**config.mk**
```make
export PLATFORM = sky130hd
export DESIGN_NAME = map_update_arbiter_flat
export DESIGN_NICKNAME = d
export VERILOG_FILES = /design/src/rtl/map_update_arbiter_if.sv /design/src/rtl/map_update_arbiter.sv /design/src/flat_wrapper.sv
export SDC_FILE = /design/constraint.sdc
export NUM_CORES = 1
export LEC_CHECK = 0
export CAP_MARGIN = 20
export CORE_AREA = 5 5 74 76
export CTS_CLUSTER_SIZE = 14
export DETAILED_ROUTE_END_ITERATION = 8
export DIE_AREA = 0 0 79 81
export PLACE_DENSITY_LB_ADDON = 0.3
export SLEW_MARGIN = 20
export SYNTH_ARGS = -nofsm -noshare
export SYNTH_HDL_FRONTEND = slang
export SYNTH_SLANG_ARGS = --single-unit
```
**constraint.sdc**
```tcl
create_clock -name Clk -period 3.4 [get_ports Clk]
set_input_delay 0.85 -clock Clk [delete_from_list [all_inputs] [get_ports Clk]]
set_output_delay 0.85 -clock Clk [all_outputs]
set_load 0.1 [all_outputs]
```
**src/rtl/map_update_arbiter_if.sv**
```systemverilog
// map_update_arbiter_if
//   Bundles every signal of map_update_arbiter except Clk and Reset: the
//   vblank window, both player request/ack channels, the level-restore
//   handshake, and the map RAM / level ROM buses.
//   slave  : arbiter side (drives acks, result, busy, RAM/ROM addresses).
//   master : environment side (players, frame timing, RAM/ROM models).
//   score0/score1 exist only when HIT_COUNT_EN is defined.
interface map_update_arbiter_if;
  logic       vblank;
  logic       req0;
  logic       req1;
  logic [8:0] tile0;
  logic [8:0] tile1;
  logic       ack0;
  logic       ack1;
  logic [1:0] result;
  logic       load_req;
  logic       load_done;
  logic       busy;
  logic [8:0] map_addr;
  logic [2:0] map_rdata;
  logic       map_we;
  logic [2:0] map_wdata;
  logic [8:0] rom_addr;
  logic [2:0] rom_data;
`ifdef HIT_COUNT_EN
  logic [7:0] score0;
  logic [7:0] score1;
`endif

  modport slave (
    input  vblank, req0, req1, tile0, tile1, load_req, map_rdata, rom_data,
`ifdef HIT_COUNT_EN
    output score0, score1,
`endif
    output ack0, ack1, result, load_done, busy, map_addr, map_we, map_wdata,
           rom_addr
  );

  modport master (
    output vblank, req0, req1, tile0, tile1, load_req, map_rdata, rom_data,
`ifdef HIT_COUNT_EN
    input  score0, score1,
`endif
    input  ack0, ack1, result, load_done, busy, map_addr, map_we, map_wdata,
           rom_addr
  );
endinterface

```
**src/rtl/map_update_arbiter.sv**
```systemverilog
// map_update_arbiter
//   Serialises access to the 20x15 tile map between two players' bullet
//   impacts and a full level restore from ROM.
//   Ports:
//     Clk    - system clock
//     Reset  - synchronous, active-high reset
//     bus    - map_update_arbiter_if.slave: vblank, req0/req1, tile0/tile1,
//              ack0/ack1, result, load_req, load_done, busy, map RAM
//              (map_addr, map_rdata, map_we, map_wdata) and level ROM
//              (rom_addr, rom_data).
//   Optional: define HIT_COUNT_EN to add saturating per-player hit counters
//   score0/score1 (cleared on load_done).
//   Impact pipeline: IDLE grants and presents the tile address (p0), READ
//   sees the RAM data and writes back (p1), ACK returns the result (p2).
module map_update_arbiter (
  input  logic                 Clk,
  input  logic                 Reset,
  map_update_arbiter_if.slave  bus
);

  localparam logic [8:0] LAST_TILE = 9'd299;
  localparam logic [8:0] NUM_TILES = 9'd300;

  typedef enum logic [1:0] {IDLE, READ, ACK, LOAD} state_t;

  state_t     state;
  state_t     state_nxt;
  logic       rr;          // player favoured on contention
  logic       load_pend;   // load_req seen during READ/ACK
  logic [8:0] sweep_cnt;
  logic       load_done_q;

  logic       gnt_p1;      // granted player, held through ACK
  logic [8:0] tile_p1;
  logic       in_range_p1;
  logic [1:0] res_p2;

  logic       pick;
  logic [8:0] pick_tile;
  logic       load_go;
  logic [2:0] dec_p1;      // {write, result} for the current READ

  // Returns {write_enable, result} for a tile code read from the map.
  function automatic logic [2:0] impact_decode(input logic [2:0] code);
    case (code)
      3'd1:       return 3'b0_01;
      3'd2:       return 3'b1_10;
      3'd3, 3'd4: return 3'b1_11;
      default:    return 3'b0_00;
    endcase
  endfunction

  assign pick      = (bus.req0 && bus.req1) ? rr : bus.req1;
  assign pick_tile = pick ? bus.tile1 : bus.tile0;
  assign load_go   = bus.load_req || load_pend;
  assign dec_p1    = in_range_p1 ? impact_decode(bus.map_rdata) : 3'b000;

  always_ff @(posedge Clk) begin
    if (Reset) state <= IDLE;
    else       state <= state_nxt;
  end

  always_comb begin
    state_nxt     = state;
    bus.map_addr  = 9'd0;
    bus.map_we    = 1'b0;
    bus.map_wdata = 3'd0;
    unique case (state)
      IDLE: begin
        if (load_go) begin
          state_nxt = LOAD;
        end else if (bus.vblank && (bus.req0 || bus.req1)) begin
          state_nxt    = READ;
          bus.map_addr = pick_tile;
        end
      end
      READ: begin
        bus.map_addr = tile_p1;
        bus.map_we   = dec_p1[2];
        state_nxt    = ACK;
      end
      ACK: state_nxt = IDLE;
      LOAD: begin
        bus.map_addr  = sweep_cnt;
        bus.map_we    = 1'b1;
        bus.map_wdata = bus.rom_data;
        if (sweep_cnt == LAST_TILE) state_nxt = IDLE;
      end
    endcase
  end

  always_ff @(posedge Clk) begin
    if (Reset) begin
      rr          <= 1'b0;
      load_pend   <= 1'b0;
      sweep_cnt   <= 9'd0;
      load_done_q <= 1'b0;
      gnt_p1      <= 1'b0;
    end else begin
      load_done_q <= (state == LOAD) && (sweep_cnt == LAST_TILE);
      case (state)
        IDLE: begin
          if (load_go) begin
            load_pend <= 1'b0;
            sweep_cnt <= 9'd0;
          end else if (bus.vblank && (bus.req0 || bus.req1)) begin
            gnt_p1 <= pick;
            rr     <= ~pick;
          end
        end
        READ, ACK: if (bus.load_req) load_pend <= 1'b1;
        LOAD: sweep_cnt <= sweep_cnt + 9'd1;
        default: ;
      endcase
    end
  end

  // p0 -> p1: capture the granted tile; p1 -> p2: capture the result
  always_ff @(posedge Clk) begin
    if (state == IDLE) begin
      tile_p1     <= pick_tile;
      in_range_p1 <= (pick_tile < NUM_TILES);
    end
    if (state == READ) res_p2 <= dec_p1[1:0];
  end

  assign bus.ack0      = (state == ACK) && !gnt_p1;
  assign bus.ack1      = (state == ACK) &&  gnt_p1;
  assign bus.result    = (state == ACK) ? res_p2 : 2'd0;
  assign bus.busy      = (state != IDLE);
  assign bus.load_done = load_done_q;
  assign bus.rom_addr  = bus.map_addr;

`ifdef HIT_COUNT_EN
  logic [7:0] score0_q;
  logic [7:0] score1_q;

  function automatic logic [7:0] sat_inc(input logic [7:0] v);
    return (v == 8'hFF) ? v : v + 8'd1;
  endfunction

  // res_p2[1] marks brick or base destroyed
  always_ff @(posedge Clk) begin
    if (Reset || load_done_q) begin
      score0_q <= 8'd0;
      score1_q <= 8'd0;
    end else begin
      if (bus.ack0 && res_p2[1]) score0_q <= sat_inc(score0_q);
      if (bus.ack1 && res_p2[1]) score1_q <= sat_inc(score1_q);
    end
  end

  assign bus.score0 = score0_q;
  assign bus.score1 = score1_q;
`endif

endmodule

```
**src/flat_wrapper.sv**
```systemverilog
// flat-port wrapper written by rule: the top's interface ports become plain ports
module map_update_arbiter_flat 
  (Clk, Reset, bus_vblank, bus_req0, bus_req1, bus_tile0, bus_tile1, bus_load_req, bus_map_rdata, bus_rom_data, bus_ack0, bus_ack1, bus_result, bus_load_done, bus_busy, bus_map_addr, bus_map_we, bus_map_wdata, bus_rom_addr);
  map_update_arbiter_if bus_i ();
  input  logic Clk;
  input  logic Reset;
  input wire logic [$bits(bus_i.vblank)-1:0] bus_vblank;
  input wire logic [$bits(bus_i.req0)-1:0] bus_req0;
  input wire logic [$bits(bus_i.req1)-1:0] bus_req1;
  input wire logic [$bits(bus_i.tile0)-1:0] bus_tile0;
  input wire logic [$bits(bus_i.tile1)-1:0] bus_tile1;
  input wire logic [$bits(bus_i.load_req)-1:0] bus_load_req;
  input wire logic [$bits(bus_i.map_rdata)-1:0] bus_map_rdata;
  input wire logic [$bits(bus_i.rom_data)-1:0] bus_rom_data;
  output wire logic [$bits(bus_i.ack0)-1:0] bus_ack0;
  output wire logic [$bits(bus_i.ack1)-1:0] bus_ack1;
  output wire logic [$bits(bus_i.result)-1:0] bus_result;
  output wire logic [$bits(bus_i.load_done)-1:0] bus_load_done;
  output wire logic [$bits(bus_i.busy)-1:0] bus_busy;
  output wire logic [$bits(bus_i.map_addr)-1:0] bus_map_addr;
  output wire logic [$bits(bus_i.map_we)-1:0] bus_map_we;
  output wire logic [$bits(bus_i.map_wdata)-1:0] bus_map_wdata;
  output wire logic [$bits(bus_i.rom_addr)-1:0] bus_rom_addr;
  assign bus_i.vblank = bus_vblank;
  assign bus_i.req0 = bus_req0;
  assign bus_i.req1 = bus_req1;
  assign bus_i.tile0 = bus_tile0;
  assign bus_i.tile1 = bus_tile1;
  assign bus_i.load_req = bus_load_req;
  assign bus_i.map_rdata = bus_map_rdata;
  assign bus_i.rom_data = bus_rom_data;
  assign bus_ack0 = bus_i.ack0;
  assign bus_ack1 = bus_i.ack1;
  assign bus_result = bus_i.result;
  assign bus_load_done = bus_i.load_done;
  assign bus_busy = bus_i.busy;
  assign bus_map_addr = bus_i.map_addr;
  assign bus_map_we = bus_i.map_we;
  assign bus_map_wdata = bus_i.map_wdata;
  assign bus_rom_addr = bus_i.rom_addr;
  map_update_arbiter u_core (.Clk(Clk), .Reset(Reset), .bus(bus_i));
endmodule
```
==> impl_metrics.env <==
export IMPL_outcome="finished clean"
export IMPL_worst_setup_path_type="in -> out"
export IMPL_holdPathEnd="u_core.rr$_SDFFE_PP0P_"
export IMPL_fin_hold_ws_ns=0.516
export IMPL_worstHoldPathType="reg -> reg"
export IMPL_slew_headroom=0.312
export IMPL_reg2reg_to="u_core.sweep_cnt[4]$_SDFFE_PP0P_"
export IMPL_p_int_mw=1.08
export IMPL_holdPathStages=1
export IMPL_p_total_mw=2.36
export IMPL_crit_fanout=20
export IMPL_portBuffers=57
export IMPL_reg2reg_depth=7
export IMPL_placed_cells=289
export IMPL_syn_area_um2=1830
export IMPL_finalCritPeriodShare=0.972
export IMPL_setup_viol=0
export IMPL_critPathLaunch="bus_req0"
export IMPL_seqPwrFrac=0.201
export IMPL_avgSynthCellArea_um2=9.63
export IMPL_grtUsageMet3=0.0244
export IMPL_leakage_nw=1.02
export IMPL_cp_end_kind="output port"
export IMPL_p_clk_frac=0.081
export IMPL_maxCapViolations=0
export IMPL_initial_core_util=0.393
export IMPL_seqCellArea_um2=661
export IMPL_ir_drop_uv=554
export IMPL_tritoncts_num_buffers=3
export IMPL_skew_ns=0.00421
export IMPL_dr_total_vias=1608
export IMPL_synth_main_ff_cell="dfxtp_1"
export IMPL_pwr_share_comb=0.719
export IMPL_cts_tree="done"
export IMPL_hold_violations=0
export IMPL_routed_via_density=5.45
export IMPL_routabilityCongestion=0.860
export IMPL_met2_usage=0.270
export IMPL_track_usage=0.152
export IMPL_grt_pass1_vias=1629
export IMPL_slew_viol_final=0
export IMPL_fin_crit_ns=3.30
export IMPL_htree_levels=1
export IMPL_rows=25
export IMPL_post_drt_wl_per_cell_um=15.7
export IMPL_dieHeight_um=81
export IMPL_yosysSeqAreaShare=0.361
export IMPL_drtIter0Drc=140
export IMPL_grt_max_degree=21
export IMPL_clkLatencyLatePin_ns=0.28
export IMPL_synthArstFlopShare=0
export IMPL_finalSetupTns_ns=0
export IMPL_drive_gt1_frac=0.311
export IMPL_grt_pass1_wl_um=7630
export IMPL_num_io_pins=58
export IMPL_switchingPower_mw=1.28
export IMPL_antenna_cells=0
export IMPL_synth_cell_types=46
export IMPL_rsz0062_at_grt="no"
export IMPL_synth_warning_count=0
export IMPL_multi_input_area_um2=1080
export IMPL_worstHoldStart="u_core.rr$_SDFFE_PP0P_"
export IMPL_syn2layout_area_growth_pct=49.8
export IMPL_final_common_cell="clkdlybuf4s50_1"
export IMPL_final_cell_mix="clkdlybuf4s50_1, buf_12, dfxtp_1"
export IMPL_crit_arrival_ns=2.45
export IMPL_switching_share=0.542
export IMPL_fmax_mhz=303
export IMPL_synth_edf_count=12
export IMPL_clk_transition_reported_paths_ns=0.09
export IMPL_start_kind="primary input"
export IMPL_ant_nets=0
export IMPL_gr_total_overflow=0
export IMPL_cts_root_buf="clkbuf_8"
export IMPL_worstPathRequired_ns=2.55
export IMPL_power_density_nw_per_um2=859
export IMPL_ys_ff_latch=27
export IMPL_route_detailed_drc=0
export IMPL_numClockSinks=27
export IMPL_cts_hold_buf=0
export IMPL_clockBufferDepth=2
export IMPL_synthCells=190
export IMPL_worst_r2r_setup_slack_ns=1.42
export IMPL_n_fill_cell=397
export IMPL_drtPass1Iterations=4
export IMPL_nets=278
export IMPL_antenna_found_initial=0
export IMPL_fp_dieArea_um2=6400
export IMPL_die_x_um=79
export IMPL_core_area_um2=4660
export IMPL_fin_cells=295
export IMPL_globalRouteMet1Util=0.182
export IMPL_grt_busiest_layer="met2"
export IMPL_reg2reg_from="u_core.state[1]$_SDFFE_PP0P_"
export IMPL_syn_nets=226
export IMPL_dp_hpwl_um=3540
export IMPL_worst_pin_slew_ns=1.03
export IMPL_drt_wl_total_um=4640
-- power groups by stage --
stage | combinational (mW) | clock [mW] | sequential (mW)
after floorplan | 1.34 | 0 | 0.470
after global placement | 1.66 | 0 | 0.476
after detailed placement | 1.68 | 0 | 0.481
after CTS | 1.70 | 0.194 | 0.473
after global routing | 1.76 | 0.208 | 0.482
final | 1.69 | 0.190 | 0.473
-- how the worst max path moves through the flow --
stage                           end
global route        bus_rom_addr[0]
CTS                 bus_rom_addr[1]
global placement    bus_rom_addr[4]
finish              bus_rom_addr[5]
detailed placement  bus_rom_addr[1]
floorplan           bus_rom_addr[5]
-- critical path, stage by stage --
cell and delay [ns]:
clkdlybuf4s50_1 0.50, nand2b_1 0.10, buf_12 0.16, a21boi_0 0.30
o21ai_2 0.11, a21oi_4 0.22, buf_12 0.21
-- sequential cells by signal, indices dropped and copies added (netlist names) --
register / cells
u_core.sweep_cnt: 9
u_core.gnt_p1: 1
u_core.tile_p1: 9
u_core.res_p2: 2
u_core.in_range_p1: 1
u_core.rr: 1
u_core.load_pend: 1
u_core.bus.load_done: 1
u_core.state: 2
-- metal layers --
metal	vias to the layer above	routed length, um
met5	-	0
met4	0	103
met3	9	288
met2	59	2330
met1	746	1920
li1	794	-
-- cell usage after synthesis, types with 6 or more instances --
cell,n,share of area
dfxtp_1,15,0.16
edfxtp_1,12,0.20
buf_4,10,0.041
nor2_1,10,0.021
a21boi_0,9,0.037
a21oi_2,9,0.043
a22oi_1,9,0.037
and2_1,9,0.031
and3_1,9,0.031
o21ai_2,9,0.043
or2_2,8,0.027
a21oi_1,6,0.016
ha_1,6,0.041
-- metrics by stage --
stage          utilization  setup WS, ns  instance area [um^2]
2_1_floorplan            -        0.0128                  2020
3_3_place_gp         0.570       -0.0986                  2660
3_5_place_dp         0.570        -0.114                  2660
4_1_cts              0.588        0.0339                  2740
5_1_grt              0.588        0.0104                  2740
6_report             0.588        0.0959                  2740
-- what timing repair did --
action                                  in CTS  in global routing
pin swaps                                    1                  7
cloned                                       1                  0
endpoints found under the setup margin      18                 16
buffers inserted                             1                  0
gates resized for setup                      3                  2
-- cell type report --
cell class	count	area share
sequential	27	0.241
timing repair buffer	66	0.318
clock buffer	3	0.0151
tap	54	0.0246
inverter	5	0.00684
multi-input combinational	139	0.392
clock inverter	1	0.00274
-- cells by family (layout without fill, tap and decap cells) --
| kind of cell | Yosys count | count (layout) | share of synthesized area |
|---|---|---|---|
| compound gates | 63 | 63 | 0.265 |
| xor+xnor | 6 | 6 | 0.0287 |
| buf+inv | 25 | 75 | 0.103 |
| simple gates | 63 | 64 | 0.202 |
| fa+ha+maj | 6 | 6 | 0.0410 |
| flops | 27 | 27 | 0.361 |
Note: power is estimated with default switching activity, not from simulation.
